===== src/rtl/instr_fetch_stage_if.sv =====
// Fetch-stage bus: load port, hazard/branch controls from downstream, IF/ID outputs to decode.
interface instr_fetch_stage_if #(
  parameter int unsigned ADDR_W = 6
);
  // Inputs to the fetch stage
  logic              LoadInstructions;
  logic [31:0]       Instruction;
  logic              Stall;
  logic              BranchTaken;
  logic [31:0]       BranchTarget;

  // Outputs from the fetch stage
  logic [31:0]       PC;
  logic [31:0]       IF_ID_Instr;
  logic [31:0]       IF_ID_PCPlus4;
  logic              IF_ID_Valid;
  logic [ADDR_W:0]   LoadCount;
  logic              Full;

  // Driver side (loader / hazard unit / decode consumer)
  modport master (
    output LoadInstructions, Instruction, Stall, BranchTaken, BranchTarget,
    input  PC, IF_ID_Instr, IF_ID_PCPlus4, IF_ID_Valid, LoadCount, Full
  );

  // Fetch stage side
  modport slave (
    input  LoadInstructions, Instruction, Stall, BranchTaken, BranchTarget,
    output PC, IF_ID_Instr, IF_ID_PCPlus4, IF_ID_Valid, LoadCount, Full
  );
endinterface


===== src/rtl/instr_fetch_stage.sv =====
// Instruction fetch stage: serially loaded instruction memory, PC register and IF/ID register.
// Memory contents and LoadCount are deliberately outside the reset domain so a loaded program
// survives a reset pulse.
module instr_fetch_stage #(
  parameter int unsigned DEPTH  = 64,
  parameter int unsigned ADDR_W = 6
) (
  input  logic               clk,
  input  logic               Reset,
  instr_fetch_stage_if.slave bus
);

  localparam int unsigned XLEN  = 32;
  localparam int unsigned CNT_W = ADDR_W + 1;
  localparam int unsigned IDX_W = XLEN - 2;

  typedef enum logic [1:0] {
    ST_RUN  = 2'd0,
    ST_LOAD = 2'd1,
    ST_HALT = 2'd2
  } state_e;

  state_e            state_q, state_d;

  logic [XLEN-1:0]   pc_q, pc_d;
  logic [XLEN-1:0]   instr_q, instr_d;
  logic [XLEN-1:0]   pc4_q, pc4_d;
  logic              valid_q, valid_d;
  logic              full_q, full_d;
  logic [CNT_W-1:0]  wptr_q, wptr_d;
  logic [CNT_W-1:0]  cnt_q, cnt_d;

  logic [XLEN-1:0]   mem_q [DEPTH];
  logic              mem_we;
  logic [ADDR_W-1:0] mem_waddr;

  logic [IDX_W-1:0]  pc_idx;
  logic [IDX_W-1:0]  tgt_idx;
  logic [XLEN-1:0]   tgt_aligned;
  logic [XLEN-1:0]   rd_word;
  logic              pc_fetchable;
  logic              tgt_fetchable;
  logic              unused_tgt_lsbs;

  // Word indices; anything at or beyond DEPTH counts as past the program (no aliasing).
  assign pc_idx        = pc_q[XLEN-1:2];
  assign tgt_idx       = bus.BranchTarget[XLEN-1:2];
  assign tgt_aligned   = {bus.BranchTarget[XLEN-1:2], 2'b00};
  assign pc_fetchable  = (pc_idx < IDX_W'(cnt_q)) && (pc_idx < IDX_W'(DEPTH));
  assign tgt_fetchable = (tgt_idx < IDX_W'(cnt_q)) && (tgt_idx < IDX_W'(DEPTH));
  assign unused_tgt_lsbs = ^bus.BranchTarget[1:0];

  // Asynchronous instruction read; byte offset bits are ignored.
  assign rd_word = mem_q[pc_q[ADDR_W+1:2]];

  // State register plus PC, IF/ID, write pointer and Full flag.
  always_ff @(posedge clk or negedge Reset) begin
    if (!Reset) begin
      state_q <= ST_RUN;
      pc_q    <= '0;
      instr_q <= '0;
      pc4_q   <= '0;
      valid_q <= 1'b0;
      full_q  <= 1'b0;
      wptr_q  <= '0;
    end else begin
      state_q <= state_d;
      pc_q    <= pc_d;
      instr_q <= instr_d;
      pc4_q   <= pc4_d;
      valid_q <= valid_d;
      full_q  <= full_d;
      wptr_q  <= wptr_d;
    end
  end

  // Program storage and load count, intentionally not reset.
  always_ff @(posedge clk) begin
    cnt_q <= cnt_d;
    if (mem_we) begin
      mem_q[mem_waddr] <= bus.Instruction;
    end
  end

  // Mode for this edge: load wins, otherwise run while the PC points inside the program.
  always_comb begin
    state_d = state_q;
    if (bus.LoadInstructions) begin
      state_d = ST_LOAD;
    end else if (pc_fetchable) begin
      state_d = ST_RUN;
    end else begin
      state_d = ST_HALT;
    end
  end

  // Datapath updates for the selected mode.
  always_comb begin
    pc_d      = pc_q;
    instr_d   = instr_q;
    pc4_d     = pc4_q;
    valid_d   = valid_q;
    full_d    = full_q;
    wptr_d    = wptr_q;
    cnt_d     = cnt_q;
    mem_we    = 1'b0;
    mem_waddr = '0;

    unique case (state_d)
      ST_LOAD: begin
        pc_d    = '0;
        instr_d = '0;
        valid_d = 1'b0;
        if (state_q != ST_LOAD) begin
          // New session restarts at word 0 and clears the overflow flag.
          mem_we    = 1'b1;
          mem_waddr = '0;
          wptr_d    = CNT_W'(1);
          cnt_d     = CNT_W'(1);
          full_d    = 1'b0;
        end else if (wptr_q < CNT_W'(DEPTH)) begin
          mem_we    = 1'b1;
          mem_waddr = wptr_q[ADDR_W-1:0];
          wptr_d    = wptr_q + CNT_W'(1);
          cnt_d     = wptr_q + CNT_W'(1);
        end else begin
          full_d = 1'b1;
        end
      end

      ST_RUN: begin
        if (bus.BranchTaken) begin
          pc_d    = tgt_aligned;
          instr_d = '0;
          valid_d = 1'b0;
        end else if (!bus.Stall) begin
          instr_d = rd_word;
          pc4_d   = pc_q + XLEN'(4);
          valid_d = 1'b1;
          pc_d    = pc_q + XLEN'(4);
        end
      end

      default: begin
        // Halted: only a redirect into the loaded program restarts fetch.
        if (bus.BranchTaken && tgt_fetchable) begin
          pc_d    = tgt_aligned;
          instr_d = '0;
          valid_d = 1'b0;
        end else if (!bus.Stall) begin
          instr_d = '0;
          valid_d = 1'b0;
        end
      end
    endcase
  end

  assign bus.PC            = pc_q;
  assign bus.IF_ID_Instr   = instr_q;
  assign bus.IF_ID_PCPlus4 = pc4_q;
  assign bus.IF_ID_Valid   = valid_q;
  assign bus.LoadCount     = cnt_q;
  assign bus.Full          = full_q;

endmodule


===== src/flat_wrapper.sv =====
// flat-port wrapper written by rule: the top's interface ports become plain ports
module instr_fetch_stage_flat 
#(
  parameter int unsigned DEPTH  = 64,
  parameter int unsigned ADDR_W = 6
)
  (clk, Reset, bus_LoadInstructions, bus_Instruction, bus_Stall, bus_BranchTaken, bus_BranchTarget, bus_PC, bus_IF_ID_Instr, bus_IF_ID_PCPlus4, bus_IF_ID_Valid, bus_LoadCount, bus_Full);
  instr_fetch_stage_if #(.ADDR_W(ADDR_W)) bus_i ();
  input  logic clk;
  input  logic Reset;
  input wire logic [$bits(bus_i.LoadInstructions)-1:0] bus_LoadInstructions;
  input wire logic [$bits(bus_i.Instruction)-1:0] bus_Instruction;
  input wire logic [$bits(bus_i.Stall)-1:0] bus_Stall;
  input wire logic [$bits(bus_i.BranchTaken)-1:0] bus_BranchTaken;
  input wire logic [$bits(bus_i.BranchTarget)-1:0] bus_BranchTarget;
  output wire logic [$bits(bus_i.PC)-1:0] bus_PC;
  output wire logic [$bits(bus_i.IF_ID_Instr)-1:0] bus_IF_ID_Instr;
  output wire logic [$bits(bus_i.IF_ID_PCPlus4)-1:0] bus_IF_ID_PCPlus4;
  output wire logic [$bits(bus_i.IF_ID_Valid)-1:0] bus_IF_ID_Valid;
  output wire logic [$bits(bus_i.LoadCount)-1:0] bus_LoadCount;
  output wire logic [$bits(bus_i.Full)-1:0] bus_Full;
  assign bus_i.LoadInstructions = bus_LoadInstructions;
  assign bus_i.Instruction = bus_Instruction;
  assign bus_i.Stall = bus_Stall;
  assign bus_i.BranchTaken = bus_BranchTaken;
  assign bus_i.BranchTarget = bus_BranchTarget;
  assign bus_PC = bus_i.PC;
  assign bus_IF_ID_Instr = bus_i.IF_ID_Instr;
  assign bus_IF_ID_PCPlus4 = bus_i.IF_ID_PCPlus4;
  assign bus_IF_ID_Valid = bus_i.IF_ID_Valid;
  assign bus_LoadCount = bus_i.LoadCount;
  assign bus_Full = bus_i.Full;
  instr_fetch_stage #(.DEPTH(DEPTH), .ADDR_W(ADDR_W)) u_core (.clk(clk), .Reset(Reset), .bus(bus_i));
endmodule

===== config.mk =====
export PLATFORM = sky130hd
export DESIGN_NAME = instr_fetch_stage_flat
export DESIGN_NICKNAME = d
export VERILOG_FILES = /design/src/rtl/instr_fetch_stage_if.sv /design/src/rtl/instr_fetch_stage.sv /design/src/flat_wrapper.sv
export SDC_FILE = /design/constraint.sdc
export NUM_CORES = 2
export LEC_CHECK = 0
export BUFFER_PORTS_ARGS = -buffer_cell sky130_fd_sc_hd__clkbuf_2
export CELL_PAD_IN_SITES_DETAIL_PLACEMENT = 1
export CELL_PAD_IN_SITES_GLOBAL_PLACEMENT = 2
export CORE_AREA = 10 10 443 445
export DETAILED_ROUTE_END_ITERATION = 7
export DIE_AREA = 0 0 453 455
export PLACE_DENSITY_LB_ADDON = 0.12
export SLEW_MARGIN = 20
export SYNTH_ARGS = -nofsm -noshare
export SYNTH_HDL_FRONTEND = slang
export SYNTH_SLANG_ARGS = --single-unit

===== constraint.sdc =====
create_clock -name clk -period 9.3 [get_ports clk]
set_input_delay 1.395 -clock clk [delete_from_list [all_inputs] [get_ports clk]]
set_output_delay 1.395 -clock clk [all_outputs]
set_load 0.02 [all_outputs]

; Yosys cells after proc, flatten, opt, wreduce, memory -nomap -nowiden
; Memory sizes are Yosys's and may differ from the RTL's.
; Index checks and enable logic that the tools add are counted.
[totals]
reg_bits = 114
ram_bits = 2048
in_bits = 69
word_cells = 62
mem_count = 1
[mem_list]
columns = memory, depth, word_bits, read_ports, rd_clocked_by_memory_dff, wr, line_no
row1 = u_core.mem_q, 64, 32, 1, 0, 1, instr_fetch_stage.sv:33  ; logic [XLEN-1:0] mem_q [DEPTH];
[op_classes]
n_addsub = 2
magnitude_cmp = 5
n_eq_ne = 5
mux = 28
n_bitwise = 2
n_reduce_logical = 11
[ops]
columns = cell, n
row1 = 32-bit two-way mux, 7
row2 = 32-bit one-hot mux with 2 select lines, 2
row3 = 30-bit by 7-bit < comparator with 1-bit output, 2
row4 = 30-bit by 7-bit < comparator with 1-bit output (second input constant), 2
row5 = 32-bit by 3-bit adder with 32-bit output (second input constant), 1
row6 = 6-bit two-way mux, 3
row7 = 7-bit two-way mux, 2
row8 = 1-bit two-way mux, 11
row9 = 2-bit AND reduction, 4
row10 = 7-bit by 1-bit adder with 7-bit output (second input constant), 1
row11 = 7-bit < comparator (second input constant), 1
row12 = 2-bit two-way mux, 2
row13 = 2-bit by 1-bit inequality test with 1-bit output (second input constant), 2
row14 = 4-bit by 1-bit inequality test with 1-bit output (second input constant), 1
row15 = 1-bit logical AND, 3
row16 = 3-bit inequality test (second input constant), 1
row17 = 3-bit AND reduction, 1
row18 = 3-bit nonzero test, 1
row19 = 2-bit by 1-bit equality test with 1-bit output (second input constant), 1
row20 = 2-bit zero test, 1
row21 = 1-bit inverter, 2
row22 = 1-bit one-hot mux with 2 select lines, 1
row23 = 2-bit nonzero test, 1

; Longest topological paths before layout
[logic_depth]
word_depth = 8
ltp_mapped = 12
mapped_depth_nobuf = 8

; Least setup slack after synthesis
; OpenSTA, ideal clock, no wires.
[synth_timing]
kind = in2reg
start = in bus_LoadInstructions
end = mem u_core.mem_q[40][0] (enable)
setup_ns = 0.432
arrival_ns = 4.053
path_slack_ns = 4.815
cell_stages = 5
n_path_buf = 1
cell_sequence = inv_1 -> clkbuf_1 -> nor3_1 -> nand3_1 -> a21oi_1
[synth_between]
elab_chain_len = 5
[synth_lines]
columns = item, line_no
row1 = from (decl), flat_wrapper.sv:11  ; input wire logic [$bits(bus_i.LoadInstructions)-1:0] bus_LoadInstructions;
row2 = 2-bit two-way mux (*), instr_fetch_stage.sv:88  ; if (bus.LoadInstructions) begin
row3 = 2-bit by 1-bit equality test with 1-bit output (*), instr_fetch_stage.sv:109  ; unique case (state_d)
row4 = 1-bit two-way mux, instr_fetch_stage.sv:109
row5 = 1-bit two-way mux, instr_fetch_stage.sv:80  ; if (mem_we) begin
row6 = 1-bit two-way mux (implied by the code), instr_fetch_stage.sv:81  ; mem_q[mem_waddr] <= bus.Instruction;
row7 = to (decl), instr_fetch_stage.sv:33
; Mark *: on every way between the ends. The rest lies on a longest branch, timed or not.

; Final worst setup path
[layout_timing]
start = in bus_LoadInstructions
end = mem u_core.mem_q[22][31] (enable)
; The elaborated chain is that of the path after synthesis.

==> metrics.md <==
| Metric | Value |
|---|---|
| Endpoints failing setup | 0 |
| Postcts setup bufs | 0 |
| Sw Share | 0.240 |
| Clk buf depth | 3 |
| Die ar. | roughly 200,000 um^2 |
| Maximum vdd drop | about 0.15 mV |
| Ys flop type | edfxtp_1 |
| Fin crit period | 5.11 ns |
| Flop pwr share | 0.508 |
| Routed len/inst | approximately 35 um |
| Static Leak | 29.4 nW |
| Die W | about 450 um |
| Pwr Density | 223 nW/um^2 |
| I/O pins | ~170 |
| CP endpoint kind | register |
| Detailed Route WL | 251 mm |
| Clock power share | 0.402 |
| Num Clock Sinks | approximately 2.2k |
| Slew Limit Fails | 0 |
| Final ANT Viol Nets | 0 |
| CP required | ~9.8 ns |
| Normalized max-slew margin | 0.143 |
| Worst-path cell chain | clkbuf_2, inv_1, nor3_1, nand3_1, nor2_4, buf_4 |
| Vias in the first global route | about 46k |
| Max Freq | about 200 MHz |
| Critical path's top delay family | simple AND/OR/NAND/NOR gates |
| Clk_lat worst skew | ~0.86 ns |
| Site row count | 159 |
| Initial Utilization | 0.447 |
| Detailed-route DRC error count | 0 |
| Die height | roughly 460 um |
| Total of max-cap violations | 0 |
| Gate Count Post-Synth | approximately 4.2k |
| Critical path launch point type | input port |
| Nets | around 4.6k |
| Syn avg cell area | ~20 um^2 |
| Worst Skew | approximately 0.026 ns |
| HP Class | reg2reg |
| Post-DP HPWL | around 140 mm |
| Final Hold Viols | 0 |
| Design Power | 21.2 mW |
| Maximum fanout along the worst path | 20 |
| Ys async rst share | 0.0477 |
| Crit Path Class | in2reg |
| Setup tns final | 0 ns |
| Overflow after GRT | 0 |
| Critical Path AT | around 5.6 ns |
| CORE AREA | between 150,000 and 200,000 um^2 |
| Register area share after synthesis | 0.768 |
| #FFs+latches synth | 2,158 |
| First-pass GRT wire length | approximately 350 mm |
| Synth Warn # | 0 |
| DRT Pass-1 Iters | 8 |
| Status | finished, final reports clean |
| # hold bufs at CTS | 0 |
| CTS clock-pin slew for the worst setup and hold paths | approximately 0.060 ns |
| Post-Synthesis Cell Area | ~84,000 um^2 |
| Switching power total | slightly above 5 mW |
| Post-route cell area | 95,300 um^2 |
| Vias/cell | about 6.1 |
| Largest net degree at the start of global routing | ~90 |
| Crit path buf inv count | 3 |
| CTS root buf | clkbuf_16 |
| Post-CTS sizing | 0 |
| Port bufs | around 170 |
| Global Route Usage Sum | 0.240 |
| Unrepaired setup endpoints after global routing | false |
| Area growth, synth to finish | 13.9% |
| Initial DRC Count | between 4k and 5k |
| CP max-delay cell | nor2_4 |
| Pint | ~16 mW |
| Post-place instance area | 88,400 um^2 |
| Initial antenna violation count | 15 |
| CTS Buf Count | 222 |
| Layout cell share with drive strength beyond 1 | 0.238 |
| TritonCTS clock tree | yes |
| Vias | ~44k |
| Post-synth EDFFs | between 2k and 2.5k |
| Slew @ Worst Pin | about 1.3 ns |
| Logic pwr share | 0.090 |
| Largest stage delay on the critical path | 1.01 ns |
| Routability cong. | 0.762 |
| Unique masters post-synth | 67 |
| CTS H-tree lvls | 4 |
| Crit share post-route | 0.549 |
[power groups by stage]
stage | logic [mW] | clock network, mW | registers, mW
after CTS | 1.94 | 8.69 | 10.8
after global routing | 2.03 | 9.08 | 10.8
after global placement | 1.91 | 0 | 11.0
after detailed placement | 1.93 | 0 | 11.0
final | 1.92 | 8.53 | 10.8
after floorplan | 1.05 | 0 | 11.0
[layout make-up]
class                   count  area [um^2]
fillers                 16500        91900
flip-flops and latches   2158        64300
multi-input cells        1705        18600
clock buffers             294         5970
well taps                2495         3120
repair buffers            327         2150
clock inverters           115          926
inverters                  56          218
diodes                      2         5.00
[layout by cell type (no fill, tap or decap), types with 8 or more instances in the layout]
cell       instances
a21oi_1          106
a221oi_1          58
a22o_1             9
a22oi_1           53
a31oi_1            8
a32o_1             8
a32oi_1           16
and2_1            32
buf_12             8
buf_4            155
bufinv_16         11
clkbuf_1          63
clkbuf_16        227
clkbuf_2         163
clkinv_1          43
clkinv_2          46
dfrtp_1           97
edfxtp_1        2055
ha_1              14
inv_1             52
mux2_2            18
mux2i_1          354
mux4_2           367
nand2_1          111
nand2b_1           9
nand3_1           58
nand4_1           30
nor2_1            40
nor2_4            64
nor2b_1            9
nor3_1             9
nor4_1            19
o211ai_1          36
o21ai_0           53
o221ai_1          76
o22ai_1           38
[synthesized netlist by cell type, types with 8 or more instances]
cell type  number  area share
a21oi_1       107      0.0064
a221oi_1       58      0.0061
a22o_1          9     0.00094
a22oi_1        53      0.0048
a31oi_1         8     0.00060
a32o_1          8     0.00096
a32oi_1        16      0.0017
and2_1         33      0.0025
buf_1          16     0.00072
buf_2          59      0.0035
buf_4          26      0.0023
clkbuf_1      148      0.0066
dfrtp_1       103       0.031
edfxtp_1     2055        0.74
ha_1           14      0.0021
inv_1          53      0.0024
mux2_2         18      0.0024
mux2i_1       354       0.042
mux4_2        367       0.099
nand2_1       111      0.0050
nand2b_1        9     0.00067
nand3_1        59      0.0035
nand4_1        30      0.0022
nor2_1        106      0.0048
nor2b_1        11     0.00082
nor3_1         11     0.00066
nor4_1         19      0.0014
o2111ai_1       8     0.00084
o211ai_1       36      0.0032
o21ai_0        54      0.0032
o221ai_1       76      0.0080
o22ai_1        38      0.0028
[path summary, 6_finish.rpt]
| kind | startpoint | to | slack (ns) | cells after the start |
|---|---|---|---|---|
| max | bus_LoadInstructions | u_core.mem_q[22][31]$_DFFE_PP_ | 4.19 | 6 |
| min in group asynchronous | Reset | u_core.bus.IF_ID_PCPlus4[5]$_DFFE_PN0P_ | 0.50 | 1 |
| min | u_core.bus.IF_ID_PCPlus4[22]$_DFFE_PN0P_ | u_core.bus.IF_ID_PCPlus4[22]$_DFFE_PN0P_ | 0.48 | 1 |
| min reg2reg | u_core.bus.IF_ID_PCPlus4[22]$_DFFE_PN0P_ | u_core.bus.IF_ID_PCPlus4[22]$_DFFE_PN0P_ | 0.48 | 1 |
| max in group asynchronous | Reset | u_core.bus.IF_ID_PCPlus4[24]$_DFFE_PN0P_ | 7.51 | 2 |
| max reg2reg | u_core.bus.PC[2]$_DFFE_PN0P_ | u_core.bus.IF_ID_Instr[11]$_DFFE_PN0P_ | 4.57 | 8 |
[sequential cells by signal, summed over array words and instances, names as in the netlist]
signal,count
u_core.bus.Full,1
u_core.bus.IF_ID_PCPlus4,30
u_core.bus.IF_ID_Instr,32
u_core.mem_q,2048
u_core.wptr_q,7
u_core.bus.IF_ID_Valid,1
u_core.bus.PC,30
u_core.state_q,2
u_core.bus.LoadCount,7
[cell families (layout without fill, tap and decap cells)]
logic type      after synthesis  in the layout  share of synthesized area
other cells                   1              6                  0.0000448
xor+xnor                     11             11                    0.00115
fa+ha+maj                    14             14                    0.00209
compound gates              524            524                     0.0453
simple gates                413            413                     0.0237
mux                         739            739                      0.144
flops                      2158           2158                      0.768
buf+inv                     307            792                     0.0160
[per-layer routing]
layer | share of wire | global-route usage
met4 | 0.030 | 0.0711
met2 | 0.49 | 0.401
met5 | 0.000052 | 0
met3 | 0.060 | 0.0344
met1 | 0.42 | 0.330
[per-stage QoR]
| stage | util | instances | hold slack, ns | setup slack, ns |
|---|---|---|---|---|
| 6_report | 0.509 | 7152 | 0.483 | 4.19 |
| 5_1_grt | 0.509 | 7150 | 0.498 | 4.13 |
| 4_1_cts | 0.509 | 7149 | 0.465 | 4.26 |
| 3_5_place_dp | 0.472 | 6740 | 0.471 | 3.33 |
| 3_3_place_gp | 0.472 | 6740 | 0.470 | 3.37 |
| 2_1_floorplan | - | 4170 | 0.552 | 4.81 |
No activity file was read; power rests on OpenSTA's default activity.
